[src/rtl/pulse_pair_tx_pkg.sv]
// rtl/pulse_pair_tx_pkg.sv - shared state encoding and default sizing for pulse_pair_tx
package pulse_pair_tx_pkg;

   typedef enum logic [2:0] {
      WARM = 3'd0,
      IDLE = 3'd1,
      PA   = 3'd2,
      PB   = 3'd3,
      GAP  = 3'd4,
      DONE = 3'd5
   } state_t;

   localparam int CNT_W_DEF      = 8;
   localparam int GAP_CYCLES_DEF = 2;
   localparam int GAP_W_DEF      = 4;

endpackage

[src/rtl/pulse_pair_tx.sv]
// rtl/pulse_pair_tx.sv - emits N pulse pairs with programmable zero gaps on a serial line
module pulse_pair_tx
   import pulse_pair_tx_pkg::*;
#(
   parameter int CNT_W      = CNT_W_DEF,
   parameter int GAP_CYCLES = GAP_CYCLES_DEF,
   parameter int GAP_W      = GAP_W_DEF
) (
   input  logic             clk,
   input  logic             rst,
   input  logic [CNT_W-1:0] cnt_in,
   input  logic             cnt_valid,
   output logic             cnt_ready,
   output logic             dout,
   output logic             busy,
   output logic             done
);

   // Gap counter counts down to zero, so it is loaded with one less than the gap length.
   localparam logic [GAP_W-1:0] GAP_LOAD = (GAP_CYCLES > 0) ? GAP_W'(GAP_CYCLES - 1) : '0;

   state_t           state_q, state_d;
   logic [CNT_W-1:0] rem_q, rem_d;
   logic [GAP_W-1:0] gap_q, gap_d;
   logic             dout_d, busy_d, done_d, ready_d;

   always_comb begin
      state_d = state_q;
      rem_d   = rem_q;
      gap_d   = gap_q;
      case (state_q)
         WARM: state_d = IDLE;
         IDLE: begin
            if (cnt_valid) begin
               rem_d   = cnt_in;
               state_d = (cnt_in == '0) ? DONE : PA;
            end
         end
         PA: state_d = PB;
         PB: begin
            rem_d = rem_q - CNT_W'(1);
            if (rem_d == '0) begin
               state_d = DONE;
            end else if (GAP_CYCLES == 0) begin
               state_d = PA;
            end else begin
               gap_d   = GAP_LOAD;
               state_d = GAP;
            end
         end
         GAP: begin
            if (gap_q == '0) begin
               state_d = PA;
            end else begin
               gap_d = gap_q - GAP_W'(1);
            end
         end
         DONE: state_d = IDLE;
         default: begin
            state_d = WARM;
            rem_d   = '0;
            gap_d   = '0;
         end
      endcase
   end

   // Outputs are registered decodes of the state being entered, so they line up with it.
   always_comb begin
      dout_d  = (state_d == PA) || (state_d == PB);
      busy_d  = (state_d == PA) || (state_d == PB) || (state_d == GAP) || (state_d == DONE);
      done_d  = (state_d == DONE);
      ready_d = (state_d == IDLE);
   end

   always_ff @(posedge clk) begin
      if (!rst) begin
         state_q   <= WARM;
         rem_q     <= '0;
         gap_q     <= '0;
         dout      <= 1'b0;
         busy      <= 1'b0;
         done      <= 1'b0;
         cnt_ready <= 1'b0;
      end else begin
         state_q   <= state_d;
         rem_q     <= rem_d;
         gap_q     <= gap_d;
         dout      <= dout_d;
         busy      <= busy_d;
         done      <= done_d;
         cnt_ready <= ready_d;
      end
   end

endmodule

[config.mk]
export PLATFORM = sky130hd
export DESIGN_NAME = pulse_pair_tx
export DESIGN_NICKNAME = d
export VERILOG_FILES = /design/src/rtl/pulse_pair_tx_pkg.sv /design/src/rtl/pulse_pair_tx.sv
export SDC_FILE = /design/constraint.sdc
export NUM_CORES = 1
export LEC_CHECK = 0
export CAP_MARGIN = 15
export CORE_UTILIZATION = 35
export DETAILED_ROUTE_END_ITERATION = 12
export DONT_BUFFER_PORTS = 1
export GPL_TIMING_DRIVEN = 0
export SYNTH_ARGS = -nofsm -noshare
export SYNTH_HDL_FRONTEND = slang
export SYNTH_SLANG_ARGS = --single-unit
[constraint.sdc]
create_clock -name clk -period 4.5 [get_ports clk]
set_input_delay 0.9 -clock clk [delete_from_list [all_inputs] [get_ports clk]]
set_output_delay 0.9 -clock clk [all_outputs]
set_load 0.05 [all_outputs]
==> results.tsv, run 1 <==
stage	metric	value	unit
outcome	outcome	finished, final reports clean	
routing	vias_per_cell	5.47	
cells_and_area	drive_above_1_share	16.5	%
global_routing	grt_pass1_wl	4480	um
logic_synthesis	synthSimpleGateAreaFrac	24.1	%
logic_synthesis	syn_area	1190	um^2
cts	h-tree-depth	1	
logic_synthesis	yosysTopAreaCell	dfxtp_1	
placed_design	pre_cts_ws	2.26	ns
cts	clock_sinks	19	
cts	path_clk_slew	0.12	ns
setup_path	worst_setup_path_end_kind	register	
timing	skew	0.0121	ns
placed_design	dpl.hpwl	2030	um
die	die_h	60.2	um
die	die_w	60.2	um
routing	drc	0	
logic_synthesis	synth_edf_count	0	
cts	tritoncts	built	
placed_design	portBuffers	0	
power_and_ir_drop	p_leak	0.538	nW
logic_synthesis	synth_xor_xnor_area_share	3.69	%
cells_and_area	final_common_cell	dfxtp_1	
cts	holdBufCountCts	0	
timing	slew_headroom	39.8	%
setup_path	crit_required	4.71	ns
die	initial_core_util	37.9	%
cts	clockBufferDepth	2	
die	core_area	3130	um^2
routing	wirelength	2640	um
global_routing	grt_max_degree	12	
cts	cts_resized	0	
logic_synthesis	synthCells	135	
global_routing	grt_pass1_vias	961	
setup_path	path_class	reg2reg	
logic_synthesis	ys_seq_area_share	32.1	%
global_routing	grt_antenna_before_repair	0	
logic_synthesis	synth_compound_area_share	29.9	%
cells_and_area	final_cell_mix	19 x dfxtp_1, 11 x o21ai_0, 9 x inv_1, 8 x nand2_1, 7 x a21oi_1	
die	ioPinCount	15	
timing	finalSetupTns	0	ns
cells_and_area	synthToLayoutAreaGrowth	6.96	%
cells_and_area	antenna_cells	0	
run	max-cap-violations	0	
placed_design	gp_congestion	0.848	
power_and_ir_drop	power-per-cell-area	309	nW/um^2
logic_synthesis	ys_warn_count	0	
setup_path	cp.arrival	2.23	ns
logic_synthesis	synth_top_area_share	32.1	%
routing	ant_nets	0	
logic_synthesis	synth_top_family_by_area	compound AO/OA/AOI/OAI gates	
routing	vias	1001	
timing	fin_ws	2.48	ns
cells_and_area	nets	154	
logic_synthesis	synth.area.mux_share	0	%
timing	slew_viol_final	0	
min_path	hp-class	reg2reg	
timing	setup_viol_count_final	0	
setup_path	start_kind	register	
setup_path	path_max_fanout	8	
timing	hold_viol	0	
logic_synthesis	syn_nets	149	
timing	grt_setup_unrepaired	no	
cts	cts_made_buffers	3	
logic_synthesis	ys_top_cells_by_area	dfxtp_1 32%, o21ai_0 4.6%, o211a_1 3.4%	
timing	finalCriticalPeriod	2.02	ns
routing	routedWlPerCell	14.4	um
timing	tightest_slew	0.901	ns
die	dieArea	3630	um^2
logic_synthesis	async_flop_share	0	%
logic_synthesis	syn_avg_cell_area	8.79	um^2
logic_synthesis	synthFlopType	dfxtp_1	
timing	timing.hold.ws	0.504	ns
cts	post_cts_buffers	0	
timing	max_clock_freq	496	MHz
logic_synthesis	synth_fa_ha_area_share	3.16	%
die	placementRows	20	
logic_synthesis	ys_types	47	
global_routing	grt-ovfl-total	0	
routing	first_pass_iters	4	
power_and_ir_drop	vdd_drop_max	108	uV
global_routing	track_usage	16.9	%
cts	clockRootBuffer	clkbuf_4	
cells_and_area	fillers	325	
routing	drt-initial-drc-count	58	
logic_synthesis	ys_ff_latch	19	
cts	clk_latency	0.31	ns
timing	period_share	44.8	%
through the flow:
step | power, mW | utilization (%) | instances | area [um^2]
5_1_grt | 0.420 | 40.6 | 183 | 1270
4_1_cts | 0.396 | 40.6 | 183 | 1270
3_3_place_gp | 0.303 | 39.7 | 179 | 1240
3_5_place_dp | 0.306 | 39.7 | 179 | 1240
6_report | 0.392 | 40.6 | 183 | 1270
2_1_floorplan | 0.287 | - | 135 | 1190
kinds of logic after synthesis:
family          count (synthesis)
fa+ha+maj                       3
buf+inv                        15
xor+xnor                        5
simple gates                   44
compound gates                 49
flops                          19
critical path, cell delays in order (launching register included):
cell	delay (ns)
dfxtp_1	0.50
inv_1	0.08
ha_1	0.28
xor2_1	0.16
nor4b_1	0.27
and4b_1	0.29
nand2_2	0.09
o2111a_1	0.24
per-layer routing:
metal  up-vias  wire (um)  GRT usage (%)
li1        508          -              -
met1       469       1270           22.8
met2        19       1270           27.0
met3         5         64           1.95
met4         0         40           6.98
met5         -          0              0
state kept, by name, summed over array words and instances (netlist names):
| name | count |
|---|---|
| busy | 1 |
| cnt_ready | 1 |
| done | 1 |
| dout | 1 |
| gap_q | 4 |
| rem_q | 8 |
| state_q | 3 |
path summary, 6_finish.rpt:
kind	depth (start not counted)	end	startpoint	slack, ns
setup reg to reg	7	gap_q[0]	rem_q[0]	2.48
hold reg to reg	1	gap_q[3]	gap_q[3]	0.50
setup / recovery	7	gap_q[0]	rem_q[0]	2.48
hold / removal	1	gap_q[3]	gap_q[3]	0.50
Yosys cell counts, types with 3 or more instances:
library cell  number
a21oi_1            7
and2_1             4
o21ai_0           11
nor3_1             5
a22oi_1            4
nand2b_1           4
a21oi_2            3
dfxtp_1           19
a31oi_1            3
ha_1               3
nor2b_1            3
nand2_1            8
buf_6              3
xnor2_1            3
nor2_1             3
o211a_1            4
inv_1              9
power breakdown:
group / internal [mW] / switching [mW]
Clock: 0.0332 / 0.0567
Combinational: 0.0473 / 0.0538
Sequential: 0.179 / 0.0218
cell type report:
type | instances | area [um^2] | area share (%)
tap | 44 | 55.1 | 4.34
clock buffer | 3 | 22.5 | 1.78
sequential | 19 | 380 | 30.0
inverter | 9 | 33.8 | 2.66
clock inverter | 1 | 5.00 | 0.394
buffer | 6 | 51.3 | 4.04
multi-input combinational | 101 | 721 | 56.8
Note: power is estimated with default switching activity, not from simulation.
==> inputs of run 2 (changes only) <==
Clock period 4.5 ns to 1.8 ns, I/O delays scaled along.
==> run 2 against run 1 <==
  * First-iteration DRC count decreased by 6.9%
  * Register-to-register slack worse by 2.4 ns
  * Non-clock buffer count up 2
  * Critical path depth shrank 2
  * Critical endpoint is now gap_q[3]
==> results.tsv, run 2 (same netlist as run 1, synthesis figures left out) <==
stage	metric	value	unit	change
outcome	outcome	finished, final reports clean		unchanged
cells_and_area	drive_above_1_share	22.7	%	was 16.5%
cells_and_area	fin_area	1320	um^2	was 1270 um^2
setup_path	path_class	reg2reg		unchanged
min_path	holdPathEnd	rem_q[2]		was gap_q[3]
placed_design	portBuffers	0		unchanged
global_routing	track_usage	16.9	%	unchanged
routing	routedWlPerCell	14.5	um	was 14.4 um
setup_path	cp.arrival	1.91	ns	was 2.23 ns
placed_design	dpl.hpwl	2030	um	unchanged
timing	max_clock_freq	580	MHz	was 496 MHz
setup_path	r2r_cells	5		was 7
cells_and_area	synthToLayoutAreaGrowth	11.4	%	was 6.96%
die	ioPinCount	15		unchanged
cts	clockRootBuffer	clkbuf_4		unchanged
timing	skew	0.00622	ns	was 0.0121 ns
setup_path	path_max_fanout	7		was 8
cts	cts_made_buffers	3		unchanged
setup_path	timing.rr.end	gap_q[3]		was gap_q[0]
run	max-cap-violations	0		unchanged
power_and_ir_drop	vdd_drop_max	266	uV	was 108 uV
cells_and_area	final_common_cell	dfxtp_1		unchanged
cells_and_area	nets	156		was 154
global_routing	grt_antenna_before_repair	0		unchanged
min_path	min_path_cells	1		unchanged
global_routing	grt-ovfl-total	0		unchanged
routing	ant_nets	0		unchanged
routing	wirelength	2690	um	was 2640 um
global_routing	grt_pass1_wl	4490	um	was 4480 um
die	core_area	3130	um^2	unchanged
timing	grt_setup_unrepaired	yes		was no
setup_path	worst_setup_path_end_kind	register		unchanged
routing	vias_per_cell	5.42		was 5.47
die	die_w	60.2	um	unchanged
cts	h-tree-depth	1		unchanged
cells_and_area	largest_registers	rem_q x8, gap_q x4, state_q x3		unchanged
setup_path	crit_start	rem_q[0]		unchanged
routing	drc	0		unchanged
power_and_ir_drop	p_leak	0.558	nW	was 0.538 nW
cts	tritoncts	built		unchanged
die	dieArea	3630	um^2	unchanged
cts	clock_sinks	19		unchanged
die	placementRows	20		unchanged
setup_path	r2r_setup_slack	0.08	ns	was 2.48 ns
timing	setup_viol_count_final	0		unchanged
cts	path_clk_slew	0.11	ns	was 0.12 ns
cells_and_area	largest_register	rem_q		unchanged
placed_design	gp_congestion	0.848		unchanged
setup_path	crit_required	1.99	ns	was 4.71 ns
cells_and_area	final_cell_mix	16 x dfxtp_1, 9 x inv_1, 9 x o21ai_0, 8 x nand2_1, 7 x a21oi_1		was 19 x dfxtp_1, 11 x o21ai_0, 9 x inv_1, 8 x nand2_1, 7 x a21oi_1
timing	hold_viol	0		unchanged
die	die_h	60.2	um	unchanged
min_path	hp-class	in2reg		was reg2reg
timing	fin_ws	0.0765	ns	was 2.48 ns
placed_design	placed_cell_area	1240	um^2	unchanged
timing	period_share	95.8	%	was 44.8%
cts	clockBufferDepth	2		unchanged
setup_path	start_kind	register		unchanged
routing	first_pass_iters	4		unchanged
placed_design	pre_cts_ws	-0.195	ns	was 2.26 ns
power_and_ir_drop	power-per-cell-area	753	nW/um^2	was 309 nW/um^2
global_routing	grt_pass1_vias	963		was 961
cells_and_area	fillers	318		was 325
cells_and_area	postLayoutCoreUtil	42.2	%	was 40.6%
setup_path	r2r_start	rem_q[0]		unchanged
routing	drt-initial-drc-count	54		was 58
cells_and_area	largest_reg_flops	8		unchanged
global_routing	grt_max_degree	12		unchanged
die	initial_core_util	37.9	%	unchanged
timing	finalCriticalPeriod	1.72	ns	was 2.02 ns
min_path	hold_start	rst		was gap_q[3]
timing	slew_headroom	64.6	%	was 39.8%
timing	tightest_slew	0.526	ns	was 0.901 ns
cells_and_area	antenna_cells	0		unchanged
routing	vias	1002		was 1,001
cts	clk_latency	0.30	ns	was 0.31 ns
timing	slew_viol_final	0		unchanged
## run 2: cell types whose count changed in the layout (fill, tap and decap cells not counted), moves of 2 or more
cell / change
nor3b_2: +2
dfxtp_1: -3
o21ai_0: -2
nor3b_1: -2
o21ai_1: +2
buf_4: +2
dfxtp_4: +2
## run 2: worst max-delay path: stages (launching register included)
cell     delay (ns)
dfxtp_4        0.39
buf_4          0.14
or4_4          0.54
and4b_1        0.23
a21oi_2        0.21
a31oi_1        0.11
## run 2: layout make-up
| type | instances | area, um^2 | share of cell area, % |
|---|---|---|---|
| clock buffers | 3 | 22.5 | 1.70 |
| inverters | 9 | 33.8 | 2.56 |
| clock inverters | 1 | 5.00 | 0.379 |
| well taps | 44 | 55.1 | 4.17 |
| repair buffers | 2 | 15.0 | 1.14 |
| multi-input cells | 101 | 749 | 56.7 |
| plain buffers | 6 | 51.3 | 3.88 |
| flip-flops and latches | 19 | 389 | 29.5 |
## run 2: metal layers
layer  vias to the layer above  share of wire [%]  track usage [%]
met4                         0                1.5             6.98
li1                        515                  -                -
met5                         -                  0                0
met2                        11                 48             27.0
met3                         5                2.3             1.95
met1                       471                 48             22.8
## run 2: worst max-delay path by stage
stage	slack (ns)	depth (start not counted)	endpoint
after floorplan	0.03	7	gap_q[0]
after global placement	-0.15	7	gap_q[0]
after detailed placement	-0.20	7	gap_q[0]
after CTS	0.002	7	done
after global routing	-0.01	7	gap_q[1]
final	0.08	5	gap_q[3]
## run 2: through the flow
stage          hold WS, ns  setup TNS (ns)  cells  power, mW
6_report             0.184               0    185      0.995
5_1_grt              0.176         -0.0137    185       1.07
4_1_cts              0.179               0    183      0.992
3_5_place_dp         0.487          -0.586    179      0.764
3_3_place_gp         0.466          -0.261    179      0.758
2_1_floorplan        0.450               0    135      0.717
## run 2: report_power, final
part | internal, mW | switching [mW] | leakage, nW
Clock | 0.0829 | 0.138 | 0.0177
Combinational | 0.130 | 0.142 | 0.383
Sequential | 0.449 | 0.0531 | 0.157
Total | 0.662 | 0.333 | 0.558
## run 2: repair_timing
item | CTS | global route
pin swaps | 2 | 1
hold buffers | 0 | 0
hold endpoints to repair | 0 | 0
buffers inserted | 0 | 2
setup endpoints to repair | 6 | 15
resized for setup | 6 | 6
